==> src/rtl/lsu_dmem_master.sv <==
// lsu_dmem_master: RISC-V byte-addressed load/store unit driving a word-organised data memory
module lsu_dmem_master #(
  parameter int ADDR_W = 10
) (
  input  logic              clk,
  input  logic              rst,
  input  logic              req_valid,
  output logic              req_ready,
  input  logic              req_store,
  input  logic [2:0]        req_funct3,
  input  logic [31:0]       req_addr,
  input  logic [31:0]       req_wdata,
  output logic              resp_valid,
  output logic [31:0]       resp_rdata,
  output logic              resp_err,
  output logic [ADDR_W-1:0] dmem_addr,
  output logic [3:0]        we,
  output logic              re,
  output logic [31:0]       dmem_in,
  input  logic [31:0]       dmem_out
);
  typedef enum logic [2:0] {IDLE, LD_ISSUE, LD_CAPTURE, ST_WRITE, RMW_READ, RMW_WRITE, ERR} state_t;
  state_t state_q, state_d;
  logic [2:0] f3_q, f3_d;
  logic [1:0] k_q, k_d;
  logic [15:0] wdata_q, wdata_d;
  logic [ADDR_W-1:0] addr_q, addr_d;
  logic re_q, re_d, rv_q, rv_d, err_q, err_d;
  logic [3:0] we_q, we_d;
  logic [31:0] din_q, din_d, rd_q, rd_d;
  logic acc, legal, direct;
  logic [4:0] sh;
  logic [7:0] b;
  logic [15:0] h;
  logic [31:0] ld, merged;
  logic unused;
  assign unused = ^req_addr[31:ADDR_W+2];
  assign req_ready = state_q == IDLE && !rst;
  assign resp_valid = rv_q;
  assign resp_rdata = rd_q;
  assign resp_err = err_q;
  assign dmem_addr = addr_q;
  assign we = we_q;
  assign re = re_q;
  assign dmem_in = state_q == RMW_WRITE ? merged : din_q;
  always_comb begin
    acc = req_valid && req_ready;
    legal = (req_store ? (req_funct3[2:1] == 2'b00 || req_funct3 == 3'b010)
                       : (req_funct3 != 3'b011 && req_funct3[2:1] != 2'b11))
            && !(req_funct3[1:0] == 2'b01 && req_addr[0])
            && !(req_funct3[1:0] == 2'b10 && req_addr[1:0] != 2'b00);
    direct = req_funct3 == 3'b010 || req_addr[1:0] == 2'b00;
    sh = {k_q, 3'b000};
    b = 8'(dmem_out >> sh);
    h = k_q[1] ? dmem_out[31:16] : dmem_out[15:0];
    ld = f3_q == 3'b000 ? {{24{b[7]}}, b} :
         f3_q == 3'b100 ? {24'b0, b} :
         f3_q == 3'b001 ? {{16{h[15]}}, h} :
         f3_q == 3'b101 ? {16'b0, h} : dmem_out;
    merged = f3_q[0] ? {wdata_q, dmem_out[15:0]}
                     : (dmem_out & ~(32'hFF << sh)) | ({24'b0, wdata_q[7:0]} << sh);
    state_d = state_q;
    f3_d = f3_q;
    k_d = k_q;
    wdata_d = wdata_q;
    addr_d = addr_q;
    re_d = 1'b0;
    we_d = 4'b0000;
    din_d = 32'b0;
    rv_d = 1'b0;
    rd_d = 32'b0;
    err_d = 1'b0;
    case (state_q)
      IDLE: if (acc) begin
        f3_d = req_funct3;
        k_d = req_addr[1:0];
        wdata_d = req_wdata[15:0];
        addr_d = req_addr[ADDR_W+1:2];
        if (!legal) begin
          state_d = ERR;
          rv_d = 1'b1;
          err_d = 1'b1;
        end else if (!req_store) begin
          state_d = LD_ISSUE;
          re_d = 1'b1;
        end else if (direct) begin
          state_d = ST_WRITE;
          we_d = req_funct3 == 3'b010 ? 4'b1111 : req_funct3 == 3'b001 ? 4'b0011 : 4'b0001;
          din_d = req_wdata;
        end else begin
          state_d = RMW_READ;
          re_d = 1'b1;
        end
      end
      LD_ISSUE: state_d = LD_CAPTURE;
      LD_CAPTURE: begin
        state_d = IDLE;
        rv_d = 1'b1;
        rd_d = ld;
      end
      RMW_READ: begin
        state_d = RMW_WRITE;
        we_d = 4'b1111;
      end
      ST_WRITE, RMW_WRITE: begin
        state_d = IDLE;
        rv_d = 1'b1;
      end
      default: state_d = IDLE;
    endcase
  end
  always_ff @(posedge clk) begin
    if (rst) begin
      state_q <= IDLE;
      f3_q <= 3'b0;
      k_q <= 2'b0;
      wdata_q <= 16'b0;
      addr_q <= '0;
      re_q <= 1'b0;
      we_q <= 4'b0;
      din_q <= 32'b0;
      rv_q <= 1'b0;
      rd_q <= 32'b0;
      err_q <= 1'b0;
    end else begin
      state_q <= state_d;
      f3_q <= f3_d;
      k_q <= k_d;
      wdata_q <= wdata_d;
      addr_q <= addr_d;
      re_q <= re_d;
      we_q <= we_d;
      din_q <= din_d;
      rv_q <= rv_d;
      rd_q <= rd_d;
      err_q <= err_d;
    end
  end
endmodule

==> config.mk <==
export PLATFORM = sky130hd
export DESIGN_NAME = lsu_dmem_master
export DESIGN_NICKNAME = d
export VERILOG_FILES = /design/src/rtl/lsu_dmem_master.sv
export SDC_FILE = /design/constraint.sdc
export NUM_CORES = 1
export LEC_CHECK = 0
export CORE_ASPECT_RATIO = 1.1
export CORE_MARGIN = 4
export CORE_UTILIZATION = 55
export DETAILED_ROUTE_END_ITERATION = 10
export DONT_BUFFER_PORTS = 1
export GPL_TIMING_DRIVEN = 0
export PLACE_DENSITY = 0.69
export SYNTH_ARGS = -nofsm -noshare
export SYNTH_HDL_FRONTEND = slang
export SYNTH_SLANG_ARGS = --single-unit
==> constraint.sdc <==
create_clock -name clk -period 4.51 [get_ports clk]
set_clock_uncertainty 0.05 [all_clocks]
set_input_delay 1.1275 -clock clk [delete_from_list [all_inputs] [get_ports clk]]
set_output_delay 1.1275 -clock clk [all_outputs]
set_load 0.01 [all_outputs]
==> run summary <==
Worst-path cell chain - buf_2 -> buf_2 -> nand2_1 -> mux2i_1 -> o21ai_0 -> mux2_2
# DRC - 0
Routed wire length - 13000 um
Crit path capture - dmem_in[25]
Crit path from - k_q[1]
Die width - 95.3 um
DR vias - 3844
Class of the worst hold path - flip-flop to flip-flop
Setup WS post-layout - 1.11 ns
Routed len/inst - 20.4 um
Full die area - 0.00991 mm^2
Maximum clock insertion buffer count - 2
Buf/Inv on CP - 2
DR pass1 iterations - 5
CTS root buffer - clkbuf_8
Row cnt - 34
Reg2reg end - wdata_q[9]
Net count after synthesis - 618
Reg2reg start - state_q[0]
Final net count - 629
Hpwl dp - 10100 um
Worst reg2reg path depth - 6
CTS tree - built
FF-to-FF setup slack - 2.54 ns
Cell Area, Synth - 0.00461 mm^2
Clk sinks - 104
Gr ovfl total - 0
Setup Viol. Count Final - 0
Syn Area/Cell - 8.95 um^2
Initial antenna violation count - 0
Leak - 2.21 nW
Fin util - 61.1%
Asr flop ratio synth - 0%
Slew Viols, Final - 0
Netlist cell types - 47
Final hold violation count - 0
CP delay by family, top - multiplexers
Max stage delay cell, worst path - mux2i_1
Dpl ws - 1.52 ns
Post-cts sizing count - 0
Worst-path clk slew - 0.10 ns
CP Launch Type - flip-flop
ANT cells - 0
Unrepaired setup endpoints after global routing - false
Maxcap violations - 0
Slew headroom - 60.3%
Worst path most repeated cell - buf_2
Main synth FF type - dfxtp_1
Num ports - 185
Crit. End Element - primary output
Global-route wire length before repair - 20000 um
Clock network latency to the later pin of the worst-skew pair - 0.37 ns
Required time worst endpoint - 3.33 ns
Outcome - finished, final reports clean
All-Layer GR Usage - 26.0%
Setup CP Type - flip-flop to primary output
Ys Warns - 0
PD cells - 370 mW/mm^2
Port Buf Inserts - 0
DRT iter0 DRCs - 256
Cts hold-fix bufs - 0
VDD IR max - 0.170 mV
Final min period - 3.40 ns
Tcrit/Tclk final - 75.4%
WP depth - 6
ANT nets after route - 0
WP data arrival - 2.23 ns
# Post-CTS Setup Buffers - 0
Via/cell ratio - 6.03
EDFF count, synth - 0
Largest net degree at the start of global routing - 18
Worst-Margin Slew - 0.589 ns
Vias in the first global route - 3763
Area grow syn2layout - 6.60%
Post-Syn Instances - 515
Core Area - 0.00804 mm^2
Die H - 104 um
H-tree Lvls - 3
Critical path peak fanout - 10
Peak Freq - 294 MHz
Worst path max stage delay - 0.35 ns
Total CTS buffers - 9
Seq cells post-synth - 104
Initial Util - 57.3%
Layout cells sized above 1 - 9.06%
Placer Congestion - 0.949
Post-synthesis sequential area ratio - 45.2%
Setup TNS - 0 ns
-- state kept, by name (all words and copies together) (netlist names), 2 cells and up --
signal	count
din_q	32
resp_rdata	32
wdata_q	16
dmem_addr	10
f3_q	3
state_q	3
we	3
k_q	2
-- worst min path at each step --
stage	startpoint	endpoint	slack [ns]	cells past startpoint
CTS	wdata_q[10]	wdata_q[10]	0.44	1
detailed placement	wdata_q[10]	wdata_q[10]	0.41	1
floorplan	wdata_q[14]	wdata_q[14]	0.39	1
global placement	wdata_q[13]	wdata_q[13]	0.41	1
finish	wdata_q[11]	wdata_q[11]	0.43	1
global route	wdata_q[8]	wdata_q[8]	0.45	1
-- per-stage QoR --
step,power (mW),hold WS [ns],cells,instance area (um^2)
after floorplan,1.24,0.392,515,4610
after global placement,1.31,0.406,623,4740
after detailed placement,1.31,0.406,623,4740
after CTS,1.82,0.436,638,4910
after global routing,1.90,0.449,638,4910
final,1.82,0.432,638,4910
-- layout make-up --
cell class / instances / area (um^2)
plain buffers: 44 / 195
clock buffers: 9 / 124
clock inverters: 6 / 45.0
fillers: 687 / 3130
inverters: 15 / 56.3
multi-input cells: 352 / 2280
flip-flops and latches: 104 / 2080
well taps: 108 / 135
-- metal layers --
metal | track usage (%) | wire length [um] | up-vias
li1 | - | - | 1845
met1 | 32.7 | 5210 | 1754
met2 | 40.9 | 5900 | 216
met3 | 9.41 | 1550 | 29
met4 | 8.25 | 326 | 0
met5 | 0 | 0 | -
-- cell families after synthesis --
kind of cell	after synthesis	share of synthesized area [%]
AND/OR/NAND/NOR	158	17.6
AO/OA/AOI/OAI	150	21.7
flip-flops	104	45.2
buffers and inverters	59	5.46
multiplexers	43	9.94
XOR/XNOR	1	0.190
-- placed cells by master, fill, tap and decap left out, drive strengths merged, types with 2 or more instances in the layout --
cell      count
a211o         2
a21o         21
a21oi        20
a221oi        6
a22o         18
a22oi         7
a31oi         3
and3         38
buf          15
clkbuf       38
clkinv        2
clkinvlp      2
dfxtp       104
inv          17
mux2          9
mux2i        33
nand2        69
nand2b       15
nor2         15
nor2b         7
nor3          3
nor4          2
o211ai        6
o21a          2
o21ai        47
o22ai         8
o31ai         4
or3           2
-- cells in the mapped netlist (2+ instances only) --
| cell type | count | share of area [%] |
|---|---|---|
| buf_2 | 9 | 0.98 |
| nor3_1 | 2 | 0.22 |
| o21a_1 | 2 | 0.33 |
| mux2_2 | 9 | 2.2 |
| nor2b_1 | 7 | 0.95 |
| o21ai_0 | 47 | 5.1 |
| buf_1 | 2 | 0.16 |
| a31oi_1 | 3 | 0.41 |
| mux2i_1 | 33 | 7.2 |
| nand2b_1 | 15 | 2.0 |
| dfxtp_1 | 104 | 45 |
| nor2_2 | 4 | 0.54 |
| o31ai_1 | 4 | 0.65 |
| o22ai_1 | 8 | 1.1 |
| a21o_1 | 21 | 3.4 |
| and3_1 | 38 | 5.2 |
| nor4_1 | 2 | 0.27 |
| buf_4 | 3 | 0.49 |
| a21oi_2 | 2 | 0.38 |
| inv_1 | 15 | 1.2 |
| nand2_1 | 69 | 5.6 |
| o211ai_1 | 6 | 0.98 |
| a22oi_1 | 7 | 1.1 |
| a22o_1 | 18 | 3.4 |
| nor2_1 | 11 | 0.90 |
| a21oi_1 | 18 | 2.0 |
| or3_1 | 2 | 0.27 |
| a221oi_1 | 6 | 1.1 |
| a211o_1 | 2 | 0.38 |
| clkbuf_1 | 29 | 2.4 |
-- power by group --
group          internal (mW)  switching, mW  total, mW
registers              0.963         0.0407       1.00
logic                  0.117          0.175      0.291
clock network          0.202          0.320      0.521
Power figures use the tool's default switching activity.
